**src/rtl/mem_access_unit.sv**
```systemverilog
// MEM-stage load/store front end: validates, encodes and issues one access to the data cache.
// Optional build macro MAU_PERF_CNT_EN adds saturating hit/miss/stall performance counters.
module mem_access_unit #(
    parameter int TIMEOUT_CYC = 16,
    parameter int ADDR_W      = 12
) (
    input  logic              CLK,
    input  logic              RSTn,
    input  logic              MEM_REQ,
    input  logic              MEM_WE,
    input  logic [2:0]        MEM_FUNCT3,
    input  logic [31:0]       MEM_ADDR,
    input  logic [31:0]       MEM_WDATA,
    output logic [31:0]       MEM_RDATA,
    output logic              MEM_DONE,
    output logic [1:0]        MEM_ERR,
    output logic              STALL,
    output logic              Cache_CSN,
    output logic              Cache_WEN,
    output logic [ADDR_W-1:0] Cache_ADDR,
    output logic [3:0]        Cache_BE,
    output logic [31:0]       Cache_DI,
    input  logic [31:0]       Cache_DOUT,
    input  logic              RDY,
    input  logic              VALID,
`ifdef MAU_PERF_CNT_EN
    output logic [31:0]       PERF_HIT,
    output logic [31:0]       PERF_MISS,
    output logic [31:0]       PERF_STALL,
`endif
    output logic [1:0]        dbg_state
);

    typedef enum logic [1:0] {
        IDLE  = 2'd0,
        ISSUE = 2'd1,
        WAIT  = 2'd2,
        RESP  = 2'd3
    } state_t;

    localparam int CNT_W = (TIMEOUT_CYC > 1) ? $clog2(TIMEOUT_CYC) : 1;
    localparam logic [CNT_W-1:0] CNT_MAX = CNT_W'(TIMEOUT_CYC - 1);

    state_t            state_q, state_d;
    logic [CNT_W-1:0]  cnt_q;
    logic [2:0]        f3_q;
    logic [1:0]        lane_q;
    logic              we_q;
    logic              wen_q;
    logic [ADDR_W-1:0] addr_q;
    logic [3:0]        be_q;
    logic [31:0]       di_q;
    logic [31:0]       rdata_q;
    logic [1:0]        err_q;

    logic              f3_bad, misal;
    logic [1:0]        req_err;
    logic [3:0]        be_d;
    logic [31:0]       di_d;
    logic [7:0]        ld_byte;
    logic [15:0]       ld_half;
    logic [31:0]       load_data;
    logic              cache_hit, timeout;

    // Only the word-address bits reach the cache; the upper address bits are dropped.
    logic unused_addr_hi;
    assign unused_addr_hi = ^MEM_ADDR[31:ADDR_W+2];

    // Request decode: funct3 legality takes precedence over alignment.
    always_comb begin
        f3_bad  = MEM_WE ? (MEM_FUNCT3[2] || (MEM_FUNCT3[1:0] == 2'b11))
                         : ((MEM_FUNCT3[1:0] == 2'b11) || (MEM_FUNCT3[2:1] == 2'b11));
        misal   = ((MEM_FUNCT3[1:0] == 2'b01) && MEM_ADDR[0]) ||
                  ((MEM_FUNCT3[1:0] == 2'b10) && (MEM_ADDR[1:0] != 2'b00));
        req_err = f3_bad ? 2'b10 : (misal ? 2'b01 : 2'b00);
        case (MEM_FUNCT3[1:0])
            2'b00: begin
                be_d = 4'b0001 << MEM_ADDR[1:0];
                di_d = {4{MEM_WDATA[7:0]}};
            end
            2'b01: begin
                be_d = MEM_ADDR[1] ? 4'b1100 : 4'b0011;
                di_d = {2{MEM_WDATA[15:0]}};
            end
            default: begin
                be_d = 4'b1111;
                di_d = MEM_WDATA;
            end
        endcase
        if (!MEM_WE) begin
            be_d = 4'b1111;
            di_d = 32'h0;
        end
    end

    // Load extraction from the lane chosen by the registered byte offset.
    always_comb begin
        ld_byte = Cache_DOUT[8*lane_q +: 8];
        ld_half = lane_q[1] ? Cache_DOUT[31:16] : Cache_DOUT[15:0];
        case (f3_q[1:0])
            2'b00:   load_data = {{24{~f3_q[2] & ld_byte[7]}}, ld_byte};
            2'b01:   load_data = {{16{~f3_q[2] & ld_half[15]}}, ld_half};
            default: load_data = Cache_DOUT;
        endcase
        if (we_q) load_data = 32'h0;
    end

    // Cache handshake: CSN is low for the whole of ISSUE/WAIT with every cache
    // output held; the access completes at the first posedge with RDY && VALID.
    assign cache_hit = RDY && VALID;
    assign timeout   = (cnt_q == CNT_MAX);

    always_ff @(posedge CLK or negedge RSTn) begin
        if (!RSTn) state_q <= IDLE;
        else       state_q <= state_d;
    end

    always_comb begin
        state_d   = state_q;
        STALL     = 1'b0;
        Cache_CSN = 1'b1;
        MEM_DONE  = 1'b0;
        case (state_q)
            IDLE: begin
                STALL = MEM_REQ;
                if (MEM_REQ) state_d = (req_err != 2'b00) ? RESP : ISSUE;
            end
            ISSUE: begin
                STALL     = 1'b1;
                Cache_CSN = 1'b0;
                state_d   = cache_hit ? RESP : WAIT;
            end
            WAIT: begin
                STALL     = 1'b1;
                Cache_CSN = 1'b0;
                if (cache_hit || timeout) state_d = RESP;
            end
            RESP: begin
                MEM_DONE = 1'b1;
                state_d  = IDLE;
            end
            default: state_d = IDLE;
        endcase
    end

    always_ff @(posedge CLK or negedge RSTn) begin
        if (!RSTn) begin
            cnt_q   <= '0;
            f3_q    <= 3'b0;
            lane_q  <= 2'b0;
            we_q    <= 1'b0;
            wen_q   <= 1'b1;
            addr_q  <= '0;
            be_q    <= 4'b0;
            di_q    <= 32'h0;
            rdata_q <= 32'h0;
            err_q   <= 2'b00;
        end else begin
            case (state_q)
                IDLE: begin
                    if (MEM_REQ) begin
                        err_q   <= req_err;
                        rdata_q <= 32'h0;
                        if (req_err == 2'b00) begin
                            f3_q   <= MEM_FUNCT3;
                            lane_q <= MEM_ADDR[1:0];
                            we_q   <= MEM_WE;
                            wen_q  <= ~MEM_WE;
                            addr_q <= MEM_ADDR[ADDR_W+1:2];
                            be_q   <= be_d;
                            di_q   <= di_d;
                        end
                    end
                end
                ISSUE: begin
                    cnt_q <= '0;
                    if (cache_hit) rdata_q <= load_data;
                end
                WAIT: begin
                    if (cache_hit) begin
                        rdata_q <= load_data;
                    end else if (timeout) begin
                        err_q   <= 2'b11;
                        rdata_q <= 32'h0;
                    end else begin
                        cnt_q <= cnt_q + 1'b1;
                    end
                end
                RESP: cnt_q <= '0;
                default: cnt_q <= '0;
            endcase
        end
    end

`ifdef MAU_PERF_CNT_EN
    always_ff @(posedge CLK or negedge RSTn) begin
        if (!RSTn) begin
            PERF_HIT   <= 32'h0;
            PERF_MISS  <= 32'h0;
            PERF_STALL <= 32'h0;
        end else begin
            if (state_q == ISSUE && state_d == RESP && PERF_HIT != 32'hFFFF_FFFF)
                PERF_HIT <= PERF_HIT + 32'd1;
            if (state_q == ISSUE && state_d == WAIT && PERF_MISS != 32'hFFFF_FFFF)
                PERF_MISS <= PERF_MISS + 32'd1;
            if (STALL && PERF_STALL != 32'hFFFF_FFFF)
                PERF_STALL <= PERF_STALL + 32'd1;
        end
    end
`endif

    assign MEM_RDATA  = rdata_q;
    assign MEM_ERR    = err_q;
    assign Cache_WEN  = wen_q;
    assign Cache_ADDR = addr_q;
    assign Cache_BE   = be_q;
    assign Cache_DI   = di_q;
    assign dbg_state  = state_q;

endmodule

```
**config.mk**
```make
export PLATFORM = sky130hd
export DESIGN_NAME = mem_access_unit
export DESIGN_NICKNAME = d
export VERILOG_FILES = /design/src/rtl/mem_access_unit.sv
export SDC_FILE = /design/constraint.sdc
export NUM_CORES = 1
export LEC_CHECK = 0
export CORE_ASPECT_RATIO = 0.5
export CORE_MARGIN = 2
export CORE_UTILIZATION = 48
export DETAILED_ROUTE_END_ITERATION = 10
export GPL_TIMING_DRIVEN = 1
export PLACE_DENSITY = 0.86
export RECOVER_POWER = 25
export SLEW_MARGIN = 15
export SYNTH_ARGS = -nofsm -noshare
export SYNTH_HDL_FRONTEND = slang
export SYNTH_SLANG_ARGS = --single-unit
```
**constraint.sdc**
```tcl
create_clock -name CLK -period 3.45 [get_ports CLK]
set_input_delay 0.345 -clock CLK [delete_from_list [all_inputs] [get_ports CLK]]
set_output_delay 0.345 -clock CLK [all_outputs]
set_load 0.01 [all_outputs]
```
# Word-level counts from Yosys, hierarchy flattened
# Index checks and enable logic that the tools add are counted.
# totals
word_cells	88
in_bits	105
output_inout_bits	88
reg_bits	95
# classes
n_eq_ne	16
n_bitwise	4
addsub	1
muxes	31
n_reduce_logical	23
n_shift	2
# op_table
operator	count
two-way mux 32 bit	6
one-hot mux 32 bit (2 select lines)	2
one-hot mux 32 bit (3 select lines)	1
variable part select 32 x 6 -> 8 bit	1
two-way mux 16 bit	1
two-way mux 4 bit	4
one-hot mux 4 bit (2 select lines)	2
two-way mux 2 bit	7
!= test 2 bit (second input constant)	6
equality test 2 bit (second input constant)	5
logical NOT 2 bit	4
one-hot mux 2 bit (4 select lines)	1
AND reduction 4 bit	2
nonzero test 2 bit	4
equality test 2 x 1 -> 1 bit (second input constant)	3
AND reduction 3 bit	2
two-way mux 1 bit	5
adder 4 x 1 -> 4 bit (second input constant)	1
equality test 4 bit (second input constant)	1
logical OR 1 bit	4
one-hot mux 2 bit (2 select lines)	1
OR reduction 2 bit	2
<< shifter 1 x 2 -> 4 bit (first input constant)	1
logical AND 1 bit	3
6 further kinds	8

# Depth between registers and ports, before layout
# Gate-level depths: netlist of the first run.
# depth
depth_word	9
depth_mapped	8
ltp_nobuf	6

# Least setup slack after synthesis of the first run
# No wires, ideal clock.
# synth_timing
path_kind	register -> register
from	reg state_q[0], in the netlist dbg_state[0]
to	reg rdata_q[30], in the netlist MEM_RDATA[30]
required_ns	3.328
arrival_time_ns	1.785
setup_time_ns	0.122
stages_incl_launch_ff	9
slack_ns	1.543
path_buffers	2
cell_sequence	dfrtp_1 > inv_1 > ha_1 > a21bo_1 > o21a_1 > and3_1 > buf_6 > buf_6 > a32o_1
# synth_via
elab_chain_len	3
# synth_rtl
item	line_no	text
from (decl)	44	state_t state_q, state_d;
from (signal assigned)	115	else state_q <= state_d;
equality test 2 bit (tied with other cells)	159	case (state_q)
!= test 3 bit (no source line) (tied with other cells)	n/a	
AND reduction 4 bit (no source line)	n/a	
to (signal assigned)	177	if (cache_hit) rdata_q <= load_data;
to (signal assigned)	181	rdata_q <= load_data;
to (decl)	53	logic [31:0] rdata_q;
# Several ways; a longest one is shown, not always the timed one.
# A chain may end at the register's enable or synchronous reset.

# Worst setup path in the final report of the first run
# layout_timing
from	reg state_q[0], in the netlist dbg_state[0]
to	out STALL
# layout_via
elab_chain_len	3
# layout_rtl
item	line_no	text
equality test 2 bit or equality test 2 x 1 -> 1 bit (tied branches)	123	case (state_q)
OR reduction 2 bit (no source line)	n/a	
one-hot mux 1 bit (2 select lines) *	123	
to (decl)	17	output logic STALL,
# Every way passes the cells marked *; elsewhere a longest branch is shown, timed or not.

==> results of run 1 <==
final cells by class:
cell class	instances	share of cell area [%]
clock inverter	5	1.14
inverter	10	0.525
tap	140	2.45
sequential	95	33.3
clock buffer	11	3.39
multi-input combinational	375	34.0
timing repair buffer	183	25.2
worst paths after layout:
check,startpoint,to,slack [ns],cells past startpoint
worst max-delay path,dbg_state[0]$_DFFE_PN0P_,STALL,1.0,5
worst min-delay path,Cache_DI[2]$_DFFE_PN0P_,Cache_DI[2]$_DFFE_PN0P_,0.48,2
worst max register to register,dbg_state[0]$_DFFE_PN0P_,Cache_BE[3]$_DFFE_PN0P_,1.08,6
worst min register to register,Cache_DI[2]$_DFFE_PN0P_,Cache_DI[2]$_DFFE_PN0P_,0.48,2
max in group asynchronous,RSTn,Cache_DI[17]$_DFFE_PN0P_,1.02,3
min in group asynchronous,RSTn,MEM_RDATA[9]$_DFFE_PN0P_,1.08,2
tightest hold or removal path, cell delays in order (launching register included):
cell and delay (ns):
dfrtp_1 0.34, nand2_1 0.05, o21ai_0 0.06
layout by cell type (no fill, tap or decap), types with 5 or more instances in the layout:
cell	n
buf_4	8
mux2_2	37
inv_1	9
mux2i_1	8
o21ai_0	70
a32o_1	23
o31ai_1	8
clkdlybuf4s50_1	173
and3b_1	7
nand2_1	90
dfrtp_1	94
a21oi_1	24
clkbuf_16	9
nor3_1	5
a211o_1	7
nand2b_1	29
or3_1	7
nor2_1	13
ha_1	5
routing by layer:
metal  share of wire, %  routed length [um]  track usage, %  vias up
met1                 42                5970            31.5     2201
li1                   -                   -               -     2166
met5                  0                   0               0        -
met2                 48                6880            44.0      190
met3                8.3                1190            8.32       25
met4                1.8                 261            7.71        0
cell families after synthesis:
group / synth area share (%)
mux: 10.6
compound gates: 20.9
fa+ha+maj: 1.24
buf+inv: 4.60
flops: 47.3
simple gates: 15.4
state kept, by name (all words and copies together), names as in the netlist:
register	count
MEM_ERR	2
cnt_q	4
Cache_DI	32
f3_q	3
lane_q	2
MEM_RDATA	32
we_q	1
Cache_WEN	1
dbg_state	2
Cache_ADDR	12
Cache_BE	4
through the flow:
step | hold slack, ns | power (W) | worst slack, ns | cells | util (%)
finish | 0.478 | 0.00572 | 0.997 | 819 | 70.0
detailed placement | 0.327 | 0.00463 | 0.666 | 802 | 66.8
global placement | 0.335 | 0.00453 | 0.761 | 802 | 66.8
global route | 0.505 | 0.00607 | 0.563 | 819 | 70.0
CTS | 0.485 | 0.00574 | 1.01 | 819 | 70.0
floorplan | 0.0494 | 0.00334 | 1.54 | 517 | -
power by group:
group,internal [W],switching (W),total (W)
clock,0.000655,0.000428,0.00108
combinational,0.00140,0.00131,0.00271
sequential,0.00157,0.000354,0.00192
total,0.00363,0.00209,0.00572
==> flow_summary.toml, run 1 <==
[outcome]
status = "finished, violations left"
violations = "max-capacitance violations, max-slew violations"

[die]
ios = 193
die_area_um2 = 11400
start_util_pct = 49.3
coreArea_um2 = 10200
die_w_um = 149
dieHeight_um = 76.4
row_count = 26

[logic_synthesis]
synth_edf_count = 0
syn_inst = 517
synthArstFlopShare_pct = 100
ys_seq_area_share_pct = 47.3
yosys.area.top_type = "dfrtp_1"
ys.flop_type = "dfrtp_1"
synthTopCellsByCount = "dfrtp_1, nand2_1, o21ai_0"
postSynthAreaPerCell_um2 = 9.73
synth_area_leaders = "dfrtp_1, mux2_2, o21ai_0, nand2_1, a32o_1"
syn_nets = 627
syn-cell-area_um2 = 5030
yosysMostFrequentCell = "dfrtp_1"
synthDistinctLibCells = 49
synth_top_area_share_pct = 46.7
synth_seq_cells = 95
yosys_warnings = 0

[setup_path]
cp_max_fo = 7
end_kind = "output pin"
cp_num_buf_inv = 2
required_ns = 3.11
crit_chain = "inv_1 > ha_1 > nand2_1 > a21oi_1 > clkdlybuf4s50_1"
critPathTopFamily = "buffers and inverters"
worst_path_largest_cell_delay_ns = 0.55
crit_path_start_kind = "register"
criticalPathCategory = "register to output pin"
cp_slowest_cell = "clkdlybuf4s50_1"
arrival_ns = 2.11

[clock_network]
clk_latency_ns = 0.35
clkTransAtPathRegs_ns = 0.07
cts_buffer_depth = 2
cts_setup_buffers = 0
cts.sinks = 95
cts_root_buf = "clkbuf_16"
cts_buffers = 9
ctsResizeCount = 0
cts_hold_buf = 1
htreeDepth = 3
cts_tree = "yes"

[power]
irDropWorstVdd_mv = 0.332
power.density_nw_per_um2 = 799
p_leak_nw = 3.03

[sta]
worst_slew_pin_slew_ns = 1.95
min_period_over_period_pct = 71.1
setup_violations = 0
fmax_mhz = 408
period_needed_ns = 2.45
slew_headroom_pct = -30.0
rsz0062_at_grt = "no"
slew_violations = 36
setup_tns_ns = 0
skew_ns = 0.00670
hold_violations = 0

[drt]
wl_per_cell_um = 17.5
drt.antenna.violating_nets = 0
via_per_inst = 5.59
vias = 4582
post-route-drc-count = 0
firstDrtPassIters = 5
routed_wl_um = 14300
dr.first_iter.drc_count = 240

[cells_and_area]
regArea_um2 = 2380
final_layout_size_suffix_gt1_share_pct = 10.6
area_growth_pct = 42.1
num-fill-cells = 787
multi_input_area_um2 = 2430
fin_area_um2 = 7150
nNetsFinal = 784
n_antenna_cell = 0

[grt]
grt_max_degree = 72
grt_pass1_wl_um = 23200
grt_usage_pct = 25.8
antenna_found_initial = 0
grt_pass1_vias = 4536
grt_overflow = 0

[job]
maxCapViolations = 1

[place]
gp_congestion = 0.824
io_buffers = 174
place_area_um2 = 6820
dp_hpwl_um = 10100

[min_path]
min_path_type = "register to register"
(Power assumes the default switching activity.)
==> run 2, diff against run 1 <==
- CORE_UTILIZATION: 48 -> 45
- PLACE_DENSITY: 0.86 -> 0.82
- clock period: 3.45 -> 2.45 ns (I/O delays scaled with it)
==> run 2 against run 1 <==
Net effect:
- the flow still finishes with violations (max-capacitance violations, max-slew violations)
- combinational power up 43%
- first-iteration DRC count up 8.3%
- cell count up 1.1%
- flip-flop and latch count unchanged
- final area up 0.12%
- wire length down 3.4%
- clock power up 25%
- count of clock-buffer cells in the layout up 1
==> flow_summary.toml, run 2 (synthesis results as in run 1) <==
[setup_path]
reg2reg_to = "MEM_RDATA[31]$_DFFE_PN0P_"
cp_max_fo = 6
required_ns = 2.20
rr_worst_depth = 6
crit_path_start_kind = "register"
criticalPathCategory = "register to output pin"
crit_start = "dbg_state[0]$_DFFE_PN0P_"
rr_startpoint = "dbg_state[0]$_DFFE_PN0P_"
r2r_slack_ns = 0.41
arrival_ns = 2.04
end_kind = "output pin"
endpoint = "STALL"

[sta]
min_period_over_period_pct = 93.3
slew_headroom_pct = -5.10
hold_violations = 0
period_needed_ns = 2.28
rsz0062_at_grt = "no"
setup_ws_ns = 0.165
skew_ns = 0.00612
setup_tns_ns = 0
slew_violations = 64
worst_slew_pin_slew_ns = 1.58
setup_violations = 0
fmax_mhz = 438

[cells_and_area]
n_antenna_cell = 0
fin_area_um2 = 7160
final_layout_size_suffix_gt1_share_pct = 11.6
nNetsFinal = 788
mostFrequentLayoutCell = "clkdlybuf4s50_1"
layout_common_cells = "clkdlybuf4s50_1, dfrtp_1, nand2_1, o21ai_0, mux2_2"
num-fill-cells = 906
area_growth_pct = 42.3

[grt]
antenna_found_initial = 0
grt_max_degree = 65
grt_pass1_vias = 4334
grt_pass1_wl_um = 22100
grt_overflow = 0
grt_usage_pct = 23.0

[die]
die_w_um = 154
die_area_um2 = 12100
start_util_pct = 46.0
row_count = 27
dieHeight_um = 78.8
coreArea_um2 = 10900
ios = 193

[clock_network]
cts_tree = "yes"
cts_root_buf = "clkbuf_16"
cts_buffer_depth = 2
cts_buffers = 9
cts_setup_buffers = 0
clk_latency_ns = 0.34
cts.sinks = 95
htreeDepth = 3
clkTransAtPathRegs_ns = 0.07

[min_path]
min_path_type = "primary input to asynchronous set/reset pin"

[place]
dp_hpwl_um = 10000
io_buffers = 174
place_area_um2 = 6890
gp_congestion = 0.857
dpl_worst_slack_ns = 0.0376

[job]
maxCapViolations = 1

[drt]
wl_per_cell_um = 16.7
post-route-drc-count = 0
firstDrtPassIters = 4
dr.first_iter.drc_count = 260
via_per_inst = 5.41
vias = 4480
drt.antenna.violating_nets = 0
routed_wl_um = 13800

[power]
intPower_w = 0.00498
finalPower_w = 0.00791
power_frac_seq_pct = 33.9
comb_power_share_pct = 49.1
p_switching_w = 0.00293
p_leak_nw = 3.03
p_sw_share_pct = 37.0
p_clk_share_pct = 17.0
power.density_nw_per_um2 = 1100
irDropWorstVdd_mv = 0.468

[outcome]
violations = "max-capacitance violations, max-slew violations"
status = "finished, violations left"
[run 2: routing by layer]
layer | part of all wire (%) | track usage, % | up-vias
met5 | 0 | 0 | -
met4 | 0.65 | 4.40 | 0
met3 | 6.3 | 6.66 | 8
met2 | 48 | 39.0 | 122
met1 | 45 | 29.9 | 2180
li1 | - | - | 2170
[run 2: layout make-up]
type | count | area [um2] | share of cell area, %
multi-input combinational | 375 | 2430 | 34.0
sequential | 95 | 2380 | 33.2
timing repair buffer | 187 | 1840 | 25.8
clock buffer | 12 | 256 | 3.58
tap | 145 | 181 | 2.53
inverter | 10 | 37.5 | 0.524
clock inverter | 4 | 30.0 | 0.419
[run 2: per-stage QoR]
step                hold slack, ns  std cells  utilization [%]
detailed placement           0.394        812             62.9
floorplan                  -0.0506        517                -
CTS                         0.0233        828             65.6
global route                 0.456        828             65.4
global placement             0.386        812             62.9
finish                       0.294        828             65.4
[run 2: timing repair]
action                                 4_1_cts  5_1_grt
hold buffers                                 0        0
setup endpoints to repair                    0       25
resized for setup                            0        1
endpoints found under the hold margin        0        0
[run 2: power groups by stage]
stage,Sequential [W],Combinational (W),Clock [W]
final,0.00268,0.00388,0.00135
after global routing,0.00279,0.00422,0.00145
after CTS,0.00269,0.00390,0.00138
after detailed placement,0.00270,0.00389,0
after global placement,0.00267,0.00381,0
after floorplan,0.00283,0.00188,0
[run 2: critical path, stage by stage, from the launching register on]
cell and delay [ns]:
dfrtp_1 0.43, inv_1 0.13, ha_1 0.18, buf_4 0.14, nand2_1 0.10, a21oi_1 0.18, clkdlybuf4s50_1 0.55
[run 2: how the worst min path moves through the flow]
stage,end,depth (start not counted),startpoint
detailed placement,MEM_RDATA[24]$_DFFE_PN0P_,1,RSTn
floorplan,Cache_ADDR[0]$_DFFE_PN0P_,0,RSTn
CTS,MEM_RDATA[24]$_DFFE_PN0P_,1,RSTn
global route,MEM_RDATA[24]$_DFFE_PN0P_,1,RSTn
global placement,MEM_RDATA[24]$_DFFE_PN0P_,1,RSTn
finish,MEM_RDATA[24]$_DFFE_PN0P_,1,RSTn
